[src/rtl/uart_pkg.sv]
// uart_pkg: shared types, widths and parity helper for the UART transmit sequencer
package uart_pkg;
  localparam int DATA_W = 8;
  localparam int FRAME_SHIFTS = 10;
  typedef enum logic [2:0] {IDLE, LOAD, SHIFT, GAP, BREAK} state_t;
  function automatic logic parity_calc(input logic [DATA_W-1:0] d, input logic odd);
    return odd ? ~^d : ^d;
  endfunction
endpackage

[src/rtl/uart_tx_fifo.sv]
// uart_tx_fifo: synchronous FIFO holding bytes waiting to be framed
module uart_tx_fifo import uart_pkg::*; #(
  parameter int DEPTH = 4
) (
  input  logic                     reg_clk,
  input  logic                     reg_rst_n,
  input  logic                     push,
  input  logic                     pop,
  input  logic [DATA_W-1:0]        din,
  output logic [DATA_W-1:0]        dout,
  output logic                     full,
  output logic                     empty,
  output logic [$clog2(DEPTH):0]   count
);
  localparam int AW = $clog2(DEPTH);
  logic [DATA_W-1:0] mem [DEPTH];
  logic [AW-1:0] wr_ptr, rd_ptr;
  assign dout = mem[rd_ptr];
  assign full = count == (AW+1)'(DEPTH);
  assign empty = count == '0;
  // storage array, no reset needed since count gates every read
  always_ff @(posedge reg_clk)
    if (push) mem[wr_ptr] <= din;
  // pointers wrap naturally because DEPTH is a power of two
  always_ff @(posedge reg_clk)
    if (!reg_rst_n) begin
      wr_ptr <= '0;
      rd_ptr <= '0;
      count <= '0;
    end else begin
      if (push) wr_ptr <= wr_ptr + 1'b1;
      if (pop) rd_ptr <= rd_ptr + 1'b1;
      count <= count + (AW+1)'(push) - (AW+1)'(pop);
    end
endmodule

[src/rtl/uart_tx_ctrl.sv]
// uart_tx_ctrl: frame sequencer driving the UART shift register; UART_TX_BREAK_EN adds break_req/BREAK
module uart_tx_ctrl import uart_pkg::*; #(
  parameter int DEPTH = 4,
  parameter int IDLE_GAP = 0
) (
  input  logic                     reg_clk,
  input  logic                     reg_rst_n,
`ifdef UART_TX_BREAK_EN
  input  logic                     break_req,
`endif
  input  logic [DATA_W-1:0]        tx_data,
  input  logic                     tx_valid,
  output logic                     tx_ready,
  input  logic                     parity_odd,
  output logic                     load,
  output logic                     shift,
  output logic                     parity_bit,
  output logic [DATA_W-1:0]        p_data_out,
  output logic                     tx_busy,
  output logic                     tx_done,
  output logic [$clog2(DEPTH):0]   fifo_count
);
  localparam int GAP_LEN = IDLE_GAP > 0 ? IDLE_GAP : 1;
  localparam int CW = $clog2((FRAME_SHIFTS > GAP_LEN ? FRAME_SHIFTS : GAP_LEN) + 1);
  state_t state, state_n;
  logic [CW-1:0] cnt, cnt_n;
  logic [DATA_W-1:0] head, pdata_n;
  logic full, empty, push, pop;
  logic load_n, shift_n, done_n, busy_n, par_n;
  assign tx_ready = !full;
  assign push = tx_valid && !full;
  assign pop = state == LOAD;
  uart_tx_fifo #(.DEPTH(DEPTH)) u_fifo (
    .reg_clk(reg_clk),
    .reg_rst_n(reg_rst_n),
    .push(push),
    .pop(pop),
    .din(tx_data),
    .dout(head),
    .full(full),
    .empty(empty),
    .count(fifo_count)
  );
  // next state and next values of the registered shift-register controls
  always_comb begin
    state_n = state;
    cnt_n = cnt;
    load_n = 1'b0;
    shift_n = 1'b0;
    done_n = 1'b0;
    busy_n = state != IDLE;
    pdata_n = p_data_out;
    par_n = parity_bit;
    case (state)
      IDLE: begin
`ifdef UART_TX_BREAK_EN
        state_n = break_req ? BREAK : empty ? IDLE : LOAD;
`else
        state_n = empty ? IDLE : LOAD;
`endif
      end
      LOAD: begin
        load_n = 1'b1;
        pdata_n = head;
        par_n = parity_calc(head, parity_odd);
        cnt_n = '0;
        state_n = SHIFT;
      end
      SHIFT: begin
        shift_n = 1'b1;
        done_n = cnt == CW'(FRAME_SHIFTS - 1);
        cnt_n = done_n ? '0 : cnt + 1'b1;
        if (done_n) state_n = IDLE_GAP > 0 ? GAP : empty ? IDLE : LOAD;
      end
      GAP: begin
        cnt_n = cnt == CW'(GAP_LEN - 1) ? '0 : cnt + 1'b1;
        if (cnt == CW'(GAP_LEN - 1)) state_n = empty ? IDLE : LOAD;
      end
`ifdef UART_TX_BREAK_EN
      BREAK: begin
        load_n = 1'b1;
        pdata_n = '0;
        cnt_n = '0;
        state_n = break_req ? BREAK : GAP;
      end
`endif
      default: state_n = IDLE;
    endcase
  end
  // state, counter and registered outputs
  always_ff @(posedge reg_clk)
    if (!reg_rst_n) begin
      state <= IDLE;
      cnt <= '0;
      load <= 1'b0;
      shift <= 1'b0;
      parity_bit <= 1'b0;
      p_data_out <= '0;
      tx_busy <= 1'b0;
      tx_done <= 1'b0;
    end else begin
      state <= state_n;
      cnt <= cnt_n;
      load <= load_n;
      shift <= shift_n;
      parity_bit <= par_n;
      p_data_out <= pdata_n;
      tx_busy <= busy_n;
      tx_done <= done_n;
    end
endmodule

[config.mk]
export PLATFORM = sky130hd
export DESIGN_NAME = uart_tx_ctrl
export DESIGN_NICKNAME = d
export VERILOG_FILES = /design/src/rtl/uart_pkg.sv /design/src/rtl/uart_tx_fifo.sv /design/src/rtl/uart_tx_ctrl.sv
export SDC_FILE = /design/constraint.sdc
export NUM_CORES = 1
export LEC_CHECK = 0
export CAP_MARGIN = 10
export CORE_ASPECT_RATIO = 0.75
export CORE_MARGIN = 3
export CORE_UTILIZATION = 25
export CTS_CLUSTER_SIZE = 16
export DETAILED_ROUTE_END_ITERATION = 8
export PLACE_DENSITY = 0.5
export SLEW_MARGIN = 10
export SYNTH_ARGS = -nofsm -noshare
export SYNTH_HDL_FRONTEND = slang
export SYNTH_SLANG_ARGS = --single-unit
[constraint.sdc]
create_clock -name reg_clk -period 1.8 [get_ports reg_clk]
set_input_delay 0.18 -clock reg_clk [delete_from_list [all_inputs] [get_ports reg_clk]]
set_output_delay 0.18 -clock reg_clk [all_outputs]
set_load 0.02 [all_outputs]
==> impl_metrics.xml, run 1 <==
<?xml version="1.0" encoding="UTF-8"?>
<metrics>
  <group name="run_status">
    <metric name="outcome" unit="">finished with violations</metric>
    <metric name="violations" unit="">negative setup slack</metric>
  </group>
  <group name="global_routing">
    <metric name="grt_max_degree" unit="">16</metric>
    <metric name="grt_first_pass_wirelength" unit="mm">8.04</metric>
    <metric name="initial_antenna_violation_count" unit="">0</metric>
    <metric name="number_of_global_route_vias_before_repair" unit="">1570</metric>
    <metric name="grt_use_total" unit="%">9.47</metric>
    <metric name="aggregate_global_routing_overflow" unit="">0</metric>
  </group>
  <group name="setup_path">
    <metric name="timing.critical_path.slowest_stage_cell" unit="">mux4_2</metric>
    <metric name="cp_data_arrival_time" unit="ns">2.06</metric>
    <metric name="crit_path_max_incr_delay" unit="ns">0.51</metric>
    <metric name="crit_path_cell_trace" unit="">buf_6, mux4_2, xor2_1, xnor3_1, nand3b_1, o211ai_1</metric>
    <metric name="timing_worst_setup_path_type" unit="">flop to flop</metric>
    <metric name="element_type_at_the_critical_path_start" unit="">flop</metric>
    <metric name="worst_r2r_path_depth" unit="">6</metric>
    <metric name="worstSetupEndpointType" unit="">flop</metric>
    <metric name="worstPathRequired" unit="ns">2.00</metric>
    <metric name="timing.critical_path.fanout_max" unit="">3</metric>
  </group>
  <group name="route">
    <metric name="drc" unit="">0</metric>
    <metric name="routed_wirelength" unit="mm">4.77</metric>
    <metric name="routedWlPerCell" unit="µm">12.9</metric>
    <metric name="detail_route.first_pass.iterations" unit="">4</metric>
    <metric name="drt_iter0_markers" unit="">65</metric>
    <metric name="detail_route.vias_per_cell" unit="">4.03</metric>
    <metric name="ant_nets" unit="">0</metric>
    <metric name="num_vias" unit="">1486</metric>
  </group>
  <group name="worst_hold_path">
    <metric name="hold_start" unit="">p_data_out[3]</metric>
    <metric name="min_path_cells" unit="">2</metric>
    <metric name="min_path_type" unit="">flop to flop</metric>
  </group>
  <group name="place">
    <metric name="routabilityCongestion" unit="">0.759</metric>
    <metric name="port-buffer-count" unit="">28</metric>
    <metric name="dpl-instance-area" unit="mm²">0.00301</metric>
    <metric name="hpwlAfterDp" unit="mm">3.45</metric>
  </group>
  <group name="logic_synthesis">
    <metric name="synthesis.area" unit="mm²">0.00247</metric>
    <metric name="synthDominantCellAreaShare" unit="%">38.9</metric>
    <metric name="synth_warnings" unit="">0</metric>
    <metric name="mappedNetlistNets" unit="">203</metric>
    <metric name="ys_seq_area_share" unit="%">61.6</metric>
    <metric name="netlist.top_cell.by_area" unit="">edfxtp_1</metric>
    <metric name="ys_ff_latch" unit="">60</metric>
    <metric name="post_synth.cell_area_avg" unit="µm²">13.6</metric>
    <metric name="unique_masters_post_synth" unit="">31</metric>
    <metric name="gate_count_post_synth" unit="">182</metric>
    <metric name="synth.area.top_cells" unit="">edfxtp_1 (39%), dfxtp_1 (23%), mux4_1 (5.3%)</metric>
  </group>
  <group name="flow_run">
    <metric name="drv.max_cap_violation_count" unit="">0</metric>
  </group>
  <group name="clocking">
    <metric name="tritoncts" unit="">done</metric>
    <metric name="clockBufferDepth" unit="">2</metric>
    <metric name="clk_transition_reported_paths" unit="ns">0.05</metric>
    <metric name="ctsHtreeMaxLevel" unit="">3</metric>
    <metric name="hold_buffers" unit="">0</metric>
    <metric name="insertion_delay" unit="ns">0.32</metric>
    <metric name="cts_inserted_buffers" unit="">9</metric>
    <metric name="clock_sinks" unit="">60</metric>
    <metric name="cts-root-buf" unit="">clkbuf_16</metric>
  </group>
  <group name="die">
    <metric name="die_w" unit="µm">121</metric>
    <metric name="core_ar" unit="mm²">0.00935</metric>
    <metric name="floorplan.initialDensity" unit="%">26.4</metric>
    <metric name="placementRows" unit="">30</metric>
    <metric name="die_y" unit="µm">92.1</metric>
    <metric name="io_pins" unit="">29</metric>
    <metric name="die_area" unit="mm²">0.0111</metric>
  </group>
  <group name="pwr">
    <metric name="total_leakage_power" unit="nW">1.24</metric>
    <metric name="cellPowerDensity" unit="mW/mm²">1610</metric>
    <metric name="vdd_ir_max" unit="µV">552</metric>
    <metric name="post-layout-total-power" unit="mW">5.43</metric>
  </group>
  <group name="timing">
    <metric name="unrepaired_setup_endpoints_after_global_routing" unit="">yes</metric>
    <metric name="timing.final.ws_setup" unit="ns">-0.0584</metric>
    <metric name="final.setup_skew" unit="ns">0.00407</metric>
    <metric name="slew_headroom" unit="%">78.1</metric>
    <metric name="post-route-period-util" unit="%">103</metric>
    <metric name="finalHoldViolCount" unit="">0</metric>
    <metric name="slew_worst_pin" unit="ns">0.328</metric>
    <metric name="finalSetupViolCount" unit="">1</metric>
    <metric name="achievable-frequency" unit="GHz">0.538</metric>
    <metric name="min_period" unit="ns">1.86</metric>
    <metric name="final_max_slew_viols" unit="">0</metric>
  </group>
  <group name="layout">
    <metric name="final-seq-area" unit="mm²">0.00153</metric>
    <metric name="antennaDiodeCount" unit="">0</metric>
    <metric name="layout-drive-gt1-share" unit="%">21.6</metric>
    <metric name="post_layout_inst_area" unit="mm²">0.00338</metric>
    <metric name="fillers" unit="">912</metric>
    <metric name="num-nets-final" unit="">257</metric>
    <metric name="multiInputGateArea" unit="µm²">902</metric>
    <metric name="final_util" unit="%">36.2</metric>
    <metric name="syn2layout_area_growth" unit="%">37.0</metric>
  </group>
</metrics>
==> power by group <==
part	switching, mW	total [mW]	internal, mW	leakage (nW)
Sequential	0.147	1.86	1.72	0.524
Combinational	0.844	1.79	0.949	0.561
Clock	0.544	1.77	1.23	0.157
Total	1.53	5.43	3.90	1.24
==> kinds of logic (layout without fill, tap and decap cells) <==
family                     count (synthesis)  after routing  share of synthesized area, %
xor gates and xnor gates                  11             11                          4.76
adders and majority gates                  9              9                          4.86
and+or+nand+nor                           61             61                          12.9
AOI/OAI and AO/OA                         19             19                          5.17
muxes                                      9              9                          8.46
buffers and inverters                     13             72                          2.28
DFF                                       60             60                          61.6
==> cells in the mapped netlist <==
cell type and n:
mux4_1 5, o21a_1 1, nand2b_1 2, buf_6 1, xor2_1 3, nand3b_1 4
nor3b_1 2, xnor2_1 6, and4b_1 1, nand2_1 23, xnor2_2 1, nor3_1 2
nor2b_1 7, nor2_1 5, inv_1 6, a21boi_0 10, fa_1 1, and3_1 5
mux2i_1 1, nand3_1 2, ha_1 8, o211ai_1 1, o21ai_0 4, dfxtp_1 28
mux4_2 3, a22oi_1 1, a21oi_1 2, clkbuf_1 6, xnor3_1 1, edfxtp_1 32
and2_1 8
==> through the flow <==
step                      hold WS (ns)  instances  worst slack, ns  setup TNS [ns]
after floorplan                  0.279        182          -0.0241         -0.0241
after global placement           0.451        348           -0.132          -0.136
after detailed placement         0.459        348           -0.141          -0.141
after CTS                        0.466        367          -0.0655         -0.0655
after global routing             0.495        369           -0.133          -0.133
final                            0.468        369          -0.0584         -0.0584
==> sequential cells by signal, summed over array words and instances (netlist names), named ones only <==
| register | flops |
|---|---|
| tx_done | 1 |
| u_fifo.wr_ptr | 2 |
| state | 2 |
| cnt | 4 |
| u_fifo.mem | 32 |
| u_fifo.count | 3 |
| shift | 1 |
| parity_bit | 1 |
| u_fifo.rd_ptr | 2 |
| p_data_out | 8 |
| tx_busy | 1 |
| load | 1 |
==> metal layers <==
metal  wire, µm  vias to the layer above  GRT usage (%)  part of all wire [%]
li1           -                      757              -                     -
met1       2410                      689           12.9                    51
met2       1980                       32           13.2                    41
met3        281                        8           3.58                   5.9
met4         97                        0           4.53                   2.0
met5          0                        -              0                     0
==> placed cells by master (no fill, tap or decap), types with 3 or more instances in the layout <==
master	count
xor2_1	3
nor2_1	3
a21boi_0	10
xnor2_1	5
and3_1	5
and2_1	8
inv_1	6
clkdlybuf4s50_1	28
mux4_2	5
dfxtp_2	3
nand3b_1	4
o21ai_0	4
ha_1	8
clkbuf_16	9
nand2_1	22
mux4_1	3
buf_4	21
edfxtp_1	32
dfxtp_1	23
nor2b_1	6
==> worst max-delay path, delay by kind of cell, from the launching register on <==
family,cells,cell delay (ns)
xor+xnor,2,0.62
flops,1,0.34
compound gates,1,0.08
simple gates,1,0.10
buf+inv,1,0.10
mux,1,0.51
==> path summary, 6_finish.rpt <==
check,slack (ns),endpoint
worst max-delay path,-0.06,parity_bit
worst min-delay path,0.47,p_data_out[3]
worst max register to register,-0.06,parity_bit
worst min register to register,0.47,p_data_out[3]
==> final cells by class <==
type                       count  area share [%]
clock buffer                  10            7.06
sequential                    60            45.3
tap                          128            4.73
clock inverter                 6            2.29
inverter                       6           0.666
multi-input combinational    109            26.7
timing repair buffer          50            13.3
==> what timing repair did <==
action	in CTS	in global routing
resized for setup	4	2
pin swaps	4	1
setup buffers	3	2
endpoints found under the hold margin	0	0
endpoints found under the setup margin	1	3
Note: power is estimated with default switching activity, not from simulation.
==> run 2: changes to the inputs <==
--- a/config.mk
+++ b/config.mk
@@ -8,10 +8,10 @@
 export CAP_MARGIN = 10
 export CORE_ASPECT_RATIO = 0.75
 export CORE_MARGIN = 3
-export CORE_UTILIZATION = 25
+export CORE_UTILIZATION = 49
 export CTS_CLUSTER_SIZE = 16
 export DETAILED_ROUTE_END_ITERATION = 8
-export PLACE_DENSITY = 0.5
+export PLACE_DENSITY = 0.81
 export SLEW_MARGIN = 10
 export SYNTH_ARGS = -nofsm -noshare
 export SYNTH_HDL_FRONTEND = slang
==> run 2 against run 1 <==
The flow still finishes with violations (negative setup slack). First-iteration DRC count is 49% higher. Final area is 7.8% lower. Utilization is 31 points higher. Critical endpoint unchanged.
==> impl_metrics.xml, run 2 (same netlist as run 1, synthesis figures left out) <==
<?xml version="1.0" encoding="UTF-8"?>
<metrics>
  <group name="clocking">
    <metric name="clk_transition_reported_paths" unit="ns">0.06</metric>
    <metric name="cts_inserted_buffers" unit="">9</metric>
    <metric name="clockBufferDepth" unit="">2</metric>
    <metric name="cts-root-buf" unit="">clkbuf_8</metric>
    <metric name="tritoncts" unit="">done</metric>
    <metric name="clock_sinks" unit="">60</metric>
    <metric name="insertion_delay" unit="ns">0.33</metric>
    <metric name="ctsHtreeMaxLevel" unit="">3</metric>
    <metric name="hold_buffers" unit="">0</metric>
  </group>
  <group name="die">
    <metric name="floorplan.initialDensity" unit="%">53.1</metric>
    <metric name="die_w" unit="µm">88.0</metric>
    <metric name="io_pins" unit="">29</metric>
    <metric name="die_area" unit="mm²">0.00594</metric>
    <metric name="placementRows" unit="">21</metric>
    <metric name="core_ar" unit="mm²">0.00465</metric>
    <metric name="die_y" unit="µm">67.5</metric>
  </group>
  <group name="global_routing">
    <metric name="aggregate_global_routing_overflow" unit="">0</metric>
    <metric name="grt_first_pass_wirelength" unit="mm">7.32</metric>
    <metric name="grt_max_degree" unit="">20</metric>
    <metric name="initial_antenna_violation_count" unit="">0</metric>
    <metric name="number_of_global_route_vias_before_repair" unit="">1510</metric>
    <metric name="grt_use_total" unit="%">17.6</metric>
  </group>
  <group name="setup_path">
    <metric name="crit_path_cell_trace" unit="">mux4_2, xnor2_2, xnor3_1, nand3b_1, o211ai_1</metric>
    <metric name="worstSetupEndpointType" unit="">flop</metric>
    <metric name="worstPathRequired" unit="ns">2.01</metric>
    <metric name="timing_worst_setup_path_type" unit="">flop to flop</metric>
    <metric name="timing.critical_path.slowest_stage_cell" unit="">mux4_2</metric>
    <metric name="cp_data_arrival_time" unit="ns">2.02</metric>
    <metric name="regToRegSetupSlack" unit="ns">-0.01</metric>
    <metric name="timing.critical_path.fanout_max" unit="">4</metric>
    <metric name="crit_path_max_incr_delay" unit="ns">0.55</metric>
    <metric name="element_type_at_the_critical_path_start" unit="">flop</metric>
  </group>
  <group name="layout">
    <metric name="post_layout_inst_area" unit="mm²">0.00312</metric>
    <metric name="syn2layout_area_growth" unit="%">26.3</metric>
    <metric name="max_flop_register" unit="">u_fifo.mem</metric>
    <metric name="final_instance_count_excl_fillers" unit="">289</metric>
    <metric name="multiInputGateArea" unit="µm²">898</metric>
    <metric name="largest_reg_flops" unit="">32</metric>
    <metric name="num-nets-final" unit="">248</metric>
    <metric name="top_regs" unit="">u_fifo.mem: 32 flops, p_data_out: 8 flops, cnt: 4 flops</metric>
    <metric name="layout.cells.most_common" unit="">edfxtp_1</metric>
    <metric name="antennaDiodeCount" unit="">0</metric>
    <metric name="final-seq-area" unit="mm²">0.00153</metric>
    <metric name="final_cell_mix" unit="">edfxtp_1 (32), clkdlybuf4s50_1 (27), dfxtp_1 (24), nand2_1 (22), buf_4 (12)</metric>
    <metric name="layout-drive-gt1-share" unit="%">19.0</metric>
    <metric name="fillers" unit="">338</metric>
  </group>
  <group name="timing">
    <metric name="achievable-frequency" unit="GHz">0.552</metric>
    <metric name="finalSetupViolCount" unit="">1</metric>
    <metric name="final_max_slew_viols" unit="">0</metric>
    <metric name="finalHoldViolCount" unit="">0</metric>
    <metric name="unrepaired_setup_endpoints_after_global_routing" unit="">yes</metric>
    <metric name="post-route-period-util" unit="%">101</metric>
    <metric name="slew_headroom" unit="%">70.6</metric>
    <metric name="timing.hold.ws" unit="ns">0.463</metric>
    <metric name="finalSetupTns" unit="ns">-0.0100</metric>
    <metric name="timing.final.ws_setup" unit="ns">-0.0100</metric>
    <metric name="min_period" unit="ns">1.81</metric>
    <metric name="final.setup_skew" unit="ns">0.00423</metric>
    <metric name="slew_worst_pin" unit="ns">0.441</metric>
  </group>
  <group name="place">
    <metric name="port-buffer-count" unit="">28</metric>
    <metric name="dpl.cell_count" unit="">272</metric>
    <metric name="routabilityCongestion" unit="">0.898</metric>
    <metric name="dpl-instance-area" unit="mm²">0.00288</metric>
    <metric name="hpwlAfterDp" unit="mm">3.17</metric>
  </group>
  <group name="route">
    <metric name="ant_nets" unit="">0</metric>
    <metric name="wl_met1" unit="mm">1.96</metric>
    <metric name="num_vias" unit="">1514</metric>
    <metric name="routed.top_layer" unit="">met4</metric>
    <metric name="detail_route.vias_per_cell" unit="">5.24</metric>
    <metric name="detail_route.first_pass.iterations" unit="">4</metric>
    <metric name="routed_wirelength" unit="mm">4.42</metric>
    <metric name="drc" unit="">0</metric>
    <metric name="wl_met3" unit="µm">317</metric>
    <metric name="routedWlPerCell" unit="µm">15.3</metric>
    <metric name="drt_iter0_markers" unit="">97</metric>
    <metric name="route.met2.wl" unit="mm">2.06</metric>
  </group>
  <group name="pwr">
    <metric name="vdd_ir_max" unit="µV">684</metric>
    <metric name="total_leakage_power" unit="nW">1.15</metric>
    <metric name="cellPowerDensity" unit="mW/mm²">1540</metric>
    <metric name="post-layout-total-power" unit="mW">4.79</metric>
  </group>
  <group name="flow_run">
    <metric name="drv.max_cap_violation_count" unit="">0</metric>
  </group>
  <group name="run_status">
    <metric name="outcome" unit="">finished with violations</metric>
    <metric name="violations" unit="">negative setup slack</metric>
  </group>
  <group name="worst_hold_path">
    <metric name="min_path_type" unit="">flop to flop</metric>
  </group>
</metrics>
## run 2: cell count changes in the layout (fill, tap and decap cells not counted), sizes merged
cell           delta
buf               -9
clkbuf            +2
bufinv            -1
clkdlybuf4s50     -1
clkinv            -1
dlymetal6s2s      +1
## run 2: power by group
part	leakage (nW)	total [mW]	switching [mW]	internal (mW)
Sequential	0.524	1.88	0.167	1.71
Clock	0.111	1.25	0.495	0.754
Combinational	0.514	1.66	0.795	0.868
Total	1.15	4.79	1.46	3.34
## run 2: cell type report
cell class                 instances  share of cell area (%)
tap                               57                    2.29
multi-input combinational        109                    28.8
timing repair buffer              41                    12.3
inverter                           6                   0.722
sequential                        60                    49.1
clock buffer                      12                    5.33
clock inverter                     4                    1.44
## run 2: routing by layer
metal | vias up | track usage (%)
li1 | 737 | -
met1 | 718 | 21.5
met3 | 10 | 7.93
met5 | - | 0
met4 | 0 | 7.66
met2 | 49 | 27.1
## run 2: final timing paths
path                               startpoint       endpoint  depth (start not counted)
worst max-delay path                     flop     parity_bit                          5
worst min-delay path            p_data_out[2]  p_data_out[2]                          2
worst max register to register           flop     parity_bit                          5
worst min register to register  p_data_out[2]  p_data_out[2]                          2
## run 2: what timing repair did
| action | 4_1_cts | 5_1_grt |
|---|---|---|
| gates resized for setup | 5 | 2 |
| pin swaps | 1 | 1 |
| setup buffers | 0 | 1 |
| setup endpoints to repair | 1 | 3 |
## run 2: worst max-delay path, delay by kind of cell, from the launching register on
kind / cells / cell delay [ns]
flip-flops: 1 / 0.39
AO/OA/AOI/OAI: 1 / 0.08
multiplexers: 1 / 0.55
AND/OR/NAND/NOR: 1 / 0.09
XOR/XNOR: 2 / 0.58
## run 2: stage by stage
stage,worst slack [ns],utilization (%)
final,-0.0100,67.1
after global routing,-0.0631,67.1
after CTS,-0.0322,66.8
after detailed placement,-0.170,62.0
after global placement,-0.0909,62.0
after floorplan,-0.0241,-
